[config.mk]
export PLATFORM = sky130hd
export DESIGN_NAME = instr_sequencer
export DESIGN_NICKNAME = d
export VERILOG_FILES = /design/src/rtl/instr_sequencer.sv
export SDC_FILE = /design/constraint.sdc
export NUM_CORES = 1
export LEC_CHECK = 0
export CAP_MARGIN = 10
export CORE_ASPECT_RATIO = 1.4
export CORE_MARGIN = 10
export CORE_UTILIZATION = 45
export DETAILED_ROUTE_END_ITERATION = 12
export PLACE_DENSITY = 0.75
export SKIP_CTS_REPAIR_TIMING = 1
export SLEW_MARGIN = 5
export SYNTH_ARGS = -nofsm -noshare
export SYNTH_HDL_FRONTEND = slang
export SYNTH_SLANG_ARGS = --single-unit
[constraint.sdc]
create_clock -name clk -period 2.1 [get_ports clk]
set_input_delay 0.42 -clock clk [delete_from_list [all_inputs] [get_ports clk]]
set_output_delay 0.42 -clock clk [all_outputs]
set_load 0.02 [all_outputs]
[src/rtl/instr_sequencer.sv]
// rtl/instr_sequencer.sv - fetch/issue sequencer owning the PC; resolves BRA/HLT locally.
module instr_sequencer #(
    parameter int IRW = 32,
    parameter int MINDW = 12,
    parameter int PSRW = 5,
    parameter int OPW = 4,
    parameter int IR_OP = 28,
    parameter int IR_CC = 24,
    parameter logic [OPW-1:0] BRA = 4'b0011,
    parameter logic [OPW-1:0] HLT = 4'b1000,
    parameter logic [MINDW-1:0] START_PC = '0,
    parameter int WDT_CYCLES = 256
) (
    input  logic             clk,
    input  logic             rst_n,
    input  logic             start,
    output logic             mem_req,
    output logic [MINDW-1:0] mem_addr,
    input  logic             mem_ack,
    input  logic [IRW-1:0]   mem_rdata,
    output logic [IRW-1:0]   ir_out,
    output logic             ir_valid,
    input  logic             ex_done,
    input  logic [PSRW-1:0]  psr_in,
    output logic [MINDW-1:0] pc,
    output logic             busy,
    output logic             halted,
    output logic             fault
);

    typedef enum logic [2:0] {
        IDLE  = 3'd0,
        FETCH = 3'd1,
        ISSUE = 3'd2,
        EXEC  = 3'd3,
        HALT  = 3'd4
    } state_t;

    state_t           state, state_d;
    logic [MINDW-1:0] pc_q, pc_d;
    logic [PSRW-1:0]  psr_q, psr_d;
    logic [IRW-1:0]   ir_q, ir_q_d;
    logic [IRW-1:0]   ir_hold, ir_hold_d;
    logic [OPW-1:0]   fetch_op;
    logic [3:0]       fetch_cc;

`ifdef SEQ_WATCHDOG_EN
    localparam int WDW = ($clog2(WDT_CYCLES) + 1 > 8) ? $clog2(WDT_CYCLES) + 1 : 8;
    localparam logic [WDW-1:0] WDT_LAST = WDW'(WDT_CYCLES - 1);
    logic [WDW-1:0] wdt_q, wdt_d;
    logic           fault_q, fault_d;
`endif

    function automatic logic cc_taken(input logic [3:0] cc, input logic [PSRW-1:0] f);
        case (cc)
            4'd0:    cc_taken = 1'b1;
            4'd1:    cc_taken = f[1];
            4'd2:    cc_taken = f[2];
            4'd3:    cc_taken = f[0];
            4'd4:    cc_taken = f[3];
            4'd5:    cc_taken = f[4];
            4'd6:    cc_taken = ~f[0];
            4'd7:    cc_taken = ~f[3];
            default: cc_taken = 1'b0;
        endcase
    endfunction

    assign fetch_op = mem_rdata[IR_OP +: OPW];
    assign fetch_cc = mem_rdata[IR_CC +: 4];

    always_comb begin
        state_d   = state;
        pc_d      = pc_q;
        psr_d     = psr_q;
        ir_q_d    = ir_q;
        ir_hold_d = ir_hold;
`ifdef SEQ_WATCHDOG_EN
        wdt_d     = wdt_q;
        fault_d   = fault_q;
`endif
        case (state)
            IDLE, HALT: begin
                if (start) begin
                    state_d = FETCH;
                    pc_d    = START_PC;
                    psr_d   = '0;
`ifdef SEQ_WATCHDOG_EN
                    fault_d = 1'b0;
`endif
                end
            end
            FETCH: begin
                if (mem_ack) begin
                    ir_q_d = mem_rdata;
                    if (fetch_op == HLT) begin
                        state_d = HALT;
                    end else if (fetch_op == BRA) begin
                        pc_d = cc_taken(fetch_cc, psr_q) ? mem_rdata[MINDW-1:0] : pc_q + MINDW'(1);
                    end else begin
                        state_d = ISSUE;
                    end
                end
            end
            ISSUE: begin
                state_d   = EXEC;
                ir_hold_d = ir_q;
`ifdef SEQ_WATCHDOG_EN
                wdt_d     = '0;
`endif
            end
            EXEC: begin
                if (ex_done) begin
                    state_d = FETCH;
                    psr_d   = psr_in;
                    pc_d    = pc_q + MINDW'(1);
                end
`ifdef SEQ_WATCHDOG_EN
                else if (wdt_q == WDT_LAST) begin
                    state_d = HALT;
                    fault_d = 1'b1;
                end else begin
                    wdt_d = wdt_q + WDW'(1);
                end
`endif
            end
            default: state_d = IDLE;
        endcase
    end

    always_ff @(posedge clk or negedge rst_n) begin
        if (!rst_n) begin
            state   <= IDLE;
            pc_q    <= '0;
            psr_q   <= '0;
            ir_q    <= '0;
            ir_hold <= '0;
        end else begin
            state   <= state_d;
            pc_q    <= pc_d;
            psr_q   <= psr_d;
            ir_q    <= ir_q_d;
            ir_hold <= ir_hold_d;
        end
    end

`ifdef SEQ_WATCHDOG_EN
    always_ff @(posedge clk or negedge rst_n) begin
        if (!rst_n) begin
            wdt_q   <= '0;
            fault_q <= 1'b0;
        end else begin
            wdt_q   <= wdt_d;
            fault_q <= fault_d;
        end
    end
    assign fault = fault_q;
`else
    assign fault = 1'b0;
`endif

    assign mem_req  = (state == FETCH);
    assign mem_addr = mem_req ? pc_q : '0;
    assign ir_valid = (state == ISSUE);
    assign ir_out   = ir_valid ? ir_q : ir_hold;
    assign pc       = pc_q;
    assign busy     = (state == FETCH) || (state == ISSUE) || (state == EXEC);
    assign halted   = (state == HALT);

endmodule

# --- After elaboration in Yosys (flattened, before gate mapping) ---
# Cells that the tools add are included.
totals:
  reg_bits: 84
  out_inout_bits: 61
op_classes:
  addsub: 1
  n_eq_ne: 19
  muxes: 23
  bitwise_logic: 2
  reduce_logical: 11
op_table:
  columns: ["op", "count"]
  rows:
  - ["two-way mux 12 bit", 7]
  - ["case mux 12 bit (3 select lines)", 1]
  - ["two-way mux 32 bit", 1]
  - ["== test 4 x 3 -> 1 bit (second input constant)", 4]
  - ["two-way mux 3 bit", 5]
  - ["adder 12 x 1 -> 12 bit (second input constant)", 1]
  - ["== test 4 x 2 -> 1 bit (second input constant)", 3]
  - ["case mux 3 bit (4 select lines)", 1]
  - ["two-way mux 5 bit", 2]
  - ["case mux 5 bit (2 select lines)", 1]
  - ["case mux 1 bit (8 select lines)", 1]
  - ["== test 3 x 2 -> 1 bit (second input constant)", 2]
  - ["inequality test 2 bit (second input constant)", 3]
  - ["AND reduction 6 bit", 1]
  - ["== test 4 x 1 -> 1 bit (second input constant)", 1]
  - ["== test 4 bit (second input constant)", 1]
  - ["zero test 4 bit", 1]
  - ["two-way mux 1 bit", 4]
  - ["inequality test 2 x 1 -> 1 bit (second input constant)", 2]
  - ["AND reduction 4 bit", 1]
  - ["== test 3 x 1 -> 1 bit (second input constant)", 1]
  - ["== test 3 bit (second input constant)", 1]
  - ["zero test 3 bit", 1]
  - ["inequality test 3 bit (second input constant)", 1]
  - ["other kinds (7)", 9]

# --- Logic depth before layout (Yosys ltp) ---
logic_depth:
  depth_word: 11
  ltp_mapped: 8
  ltp_nobuf: 6

# --- Worst setup path before layout ---
# Ideal clock, no wire load.
synth_timing:
  kind: "reg2out"
  from: "reg state[0]"
  to: "out ir_out[22]"
  arrival_ns: 1.659
  t_required_ns: 1.680
  slack_ns: 0.021
  path_stages_with_launch: 6
  n_path_buf: 2
  cell_sequence: "dfrtp_1 -> buf_4 -> nand2b_1 -> nor2_1 -> buf_2 -> mux2_2"
synth_via:
  elab_chain_cells: 2
synth_rtl:
  columns: ["item", "line", "source"]
  rows:
  - ["start, declared", "39", "state_t state, state_d;"]
  - ["start signal, assigned", "138", "state <= state_d;"]
  - ["== test 3 x 2 -> 1 bit", "163", "assign ir_valid = (state == ISSUE);"]
  - ["named net ir_valid", "22", "output logic ir_valid,"]
  - ["two-way mux 32 bit", "164", "assign ir_out = ir_valid ? ir_q : ir_hold;"]
  - ["end, declared", "21", "output logic [IRW-1:0] ir_out,"]
# The timed path passes the listed nets, and every way through them passes these cells.

# --- Worst setup path in the final report ---
layout_timing:
  from: "reg state[0]"
  to: "out ir_out[29]"
layout_via:
  elab_chain_cells: 2
layout_rtl:
  columns: ["item", "line"]
  rows:
  - ["== test 3 x 2 -> 1 bit", "163"]
  - ["two-way mux 32 bit", "164"]
# Every way passes these cells.

==> flow_summary_export.csv <==
group,metric,value,unit
status,status,"finished with violations",
status,violations,"setup timing",
final_layout,syn_to_final_growth,42.7,%
final_layout,nFillCells,654,
timing,worst_slack,-0.143,ns
global_route,antenna_found_initial,0,
global_route,grt_pass1_vias,3087,
global_route,grt-ovfl-total,0,
global_route,grt_max_degree,35,
floorplan,dieArea,0.0125,mm²
placement,gp_congestion,0.885,
final_layout,instances_no_fill,536,
placement,port-buffer-count,101,
min_path,hold_path_class,"input port to asynchronous set/reset pin",
floorplan,fp.coreArea,0.00820,mm²
yosys,synth_top_cell_area_share,55.5,%
global_route,grt_most_used_layer,"met2",
yosys,synth_top_area_cell,"dfrtp_1",
yosys,synth_compound_area_share,7.73,%
yosys,synth_nets,340,
global_route,grt_usage,15.4,%
timing,rsz0062_at_grt,"true",
clock_tree,clkSinkCount,84,
pwr,leakage,0.00251,µW
timing,min_period_over_period,107,%
timing,drv_slew,0,
floorplan,start_util,46.2,%
global_route,use_met2,26.9,%
detailed_routing,routed_via_density,5.30,
global_route,grt_first_pass_wirelength,15.7,mm
clock_tree,clk_latency,0.34,ns
pwr,power,8250,µW
clock_tree,cts_tree,"yes",
final_layout,layout_commonest_cell,"dfrtp_1",
yosys,syn-mean-instance-area,12.8,µm²
yosys,synth-xor-area-share,0.924,%
clock_tree,clockBufferDepth,2,
timing,fmax,0.446,GHz
timing,finalHoldViolCount,0,
yosys,synth_cells,297,
floorplan,rows,39,
clock_tree,htree_levels,3,
floorplan,pin_count,103,
detailed_routing,num_vias,2840,
detailed_routing,wirelength,9.75,mm
final_layout,final_nets,472,
detailed_routing,ant_nets,0,
yosys,synth_fa_ha_area_share,0.330,%
floorplan,die_w,97.6,µm
pwr,power_density,1520,mW/mm²
yosys,synth.cell_area,0.00379,mm²
critical_path,worst_ep_arrival_time,1.82,ns
yosys,synthSimpleGateAreaFrac,12.5,%
placement,post-place-ws,-0.220,ns
yosys,synth_cell_types,55,
yosys,synth_edf_count,0,
yosys,ys_seq_area_share,55.5,%
yosys,synth_ff_type,"dfrtp_1",
timing,period_needed,2.24,ns
critical_path,cp-start-kind,"flop",
critical_path,cp-end-kind,"primary output",
detailed_routing,wl_per_cell,18.2,µm
clock_tree,cts_root_buffer,"clkbuf_16",
yosys,ys_ff_latch,84,
floorplan,fp.dieH,129,µm
detailed_routing,drt_first_pass_iters,4,
yosys,synth_top_family_by_area,"multiplexers",
timing,clock_skew,0.00494,ns
flow_run,drv_cap,0,
detailed_routing,drc,0,
critical_path,critPathKind,"flop to primary output",
critical_path,crit_required,1.68,ns
critical_path,worstPathMaxFanout,5,
detailed_routing,drt_iter0_drc,98,
timing,setup_violations,28,
yosys,synthMuxAreaShare,20.0,%
placement,dp.cells,518,
placement,dp_hpwl,7.30,mm
yosys,yosys_warnings,0,
global_route,grt_use_met1,16.9,%
clock_tree,cts_made_buffers,9,
pwr,max-vdd-ir-drop,0.000779,V
final_layout,layout_common_cells,"dfrtp_1, clkdlybuf4s50_1, mux2_2",
final_layout,antennaDiodeCount,0,
final_layout,final_util,66.0,%
yosys,async_flop_share,100,%
yosys,synth_area_leaders,"dfrtp_1, mux2_2, and2_1",
global_route,grt_use_met3,5.09,%
final_layout,layout-drive-gt1-share,38.9,%
clock_tree,cts.reportedPaths.clkPinSlew,0.06,ns
-- power breakdown --
group	total [µW]	switching, µW	internal [µW]
combinational	4060	1990	2070
clock	1470	603	866
sequential	2720	360	2360
-- state kept, by name, indices dropped and copies added (netlist names) --
register	count
ir_hold	32
ir_q	32
pc	12
psr_q	5
state	3
-- Yosys cell counts, types with 2 or more instances --
master,n
a21oi_1,7
mux2_2,63
nand3_1,8
mux2i_1,5
nor3b_1,2
a22oi_1,4
o21ai_0,7
nand2b_1,2
nor3_1,5
xnor2_1,3
buf_4,2
nand2_1,18
o2bb2ai_1,2
nand3b_1,2
a31oi_1,2
dfrtp_1,84
inv_1,3
and2_1,13
buf_6,3
nor2b_1,2
nor2_2,2
and3_1,3
a22o_1,5
nor2_1,8
a211o_1,3
nand4_1,3
o22ai_1,2
buf_2,7
-- cells by family after synthesis --
group,Yosys count
adders and majority gates,1
DFF,84
and+or+nand+nor,80
buffers and inverters,18
muxes,68
other,1
xor gates and xnor gates,4
AOI/OAI and AO/OA,41
-- per-stage QoR --
| stage | setup TNS (ns) | cell area (µm²) | hold WS, ns |
|---|---|---|---|
| 3_3_place_gp | -4.48 | 5130 | 0.396 |
| 4_1_cts | -21.13 | 5410 | 0.0420 |
| 3_5_place_dp | -5.62 | 5130 | 0.400 |
| 2_1_floorplan | 0 | 3790 | 0.124 |
| 5_1_grt | -4.06 | 5410 | 0.0632 |
| 6_report | -2.29 | 5410 | 0.0299 |
-- layout make-up --
type	count	area, µm²	area share (%)
sequential	84	2100	38.9
multi-input combinational	195	1660	30.7
timing repair buffer	135	1220	22.5
clock buffer	13	260	4.81
tap	102	128	2.36
clock inverter	3	21.3	0.393
inverter	4	20.0	0.370
-- metal layers --
layer	vias up	share of wire, %	wire, µm
met5	-	0	0
met4	0	1.6	157
met3	11	5.7	555
met2	66	53	5210
met1	1422	39	3830
li1	1341	-	-
-- worst max-delay path, stage by stage (launching register included) --
cell       delay (ns)
dfrtp_1          0.38
nand2b_4         0.15
nor2_4           0.17
buf_4            0.16
clkbuf_16        0.14
mux2_2           0.34
buf_2            0.16
-- final timing paths --
kind | start | endpoint | slack (ns) | cells past startpoint
max in group asynchronous | rst_n | ir_hold[29]$_DFF_PN0_ | 1.51 | 2
worst max register to register | state[2]$_DFFE_PN0P_ | psr_q[4]$_DFFE_PN0P_ | 0.12 | 7
worst max-delay path | state[0]$_DFFE_PN0P_ | ir_out[29] | -0.14 | 6
worst min-delay path | rst_n | ir_q[10]$_DFFE_PN0P_ | 0.03 | 1
worst min register to register | ir_hold[3]$_DFF_PN0_ | ir_hold[3]$_DFF_PN0_ | 0.49 | 1
min in group clk | ir_hold[3]$_DFF_PN0_ | ir_hold[3]$_DFF_PN0_ | 0.49 | 1
Note: power is estimated with default switching activity, not from simulation.
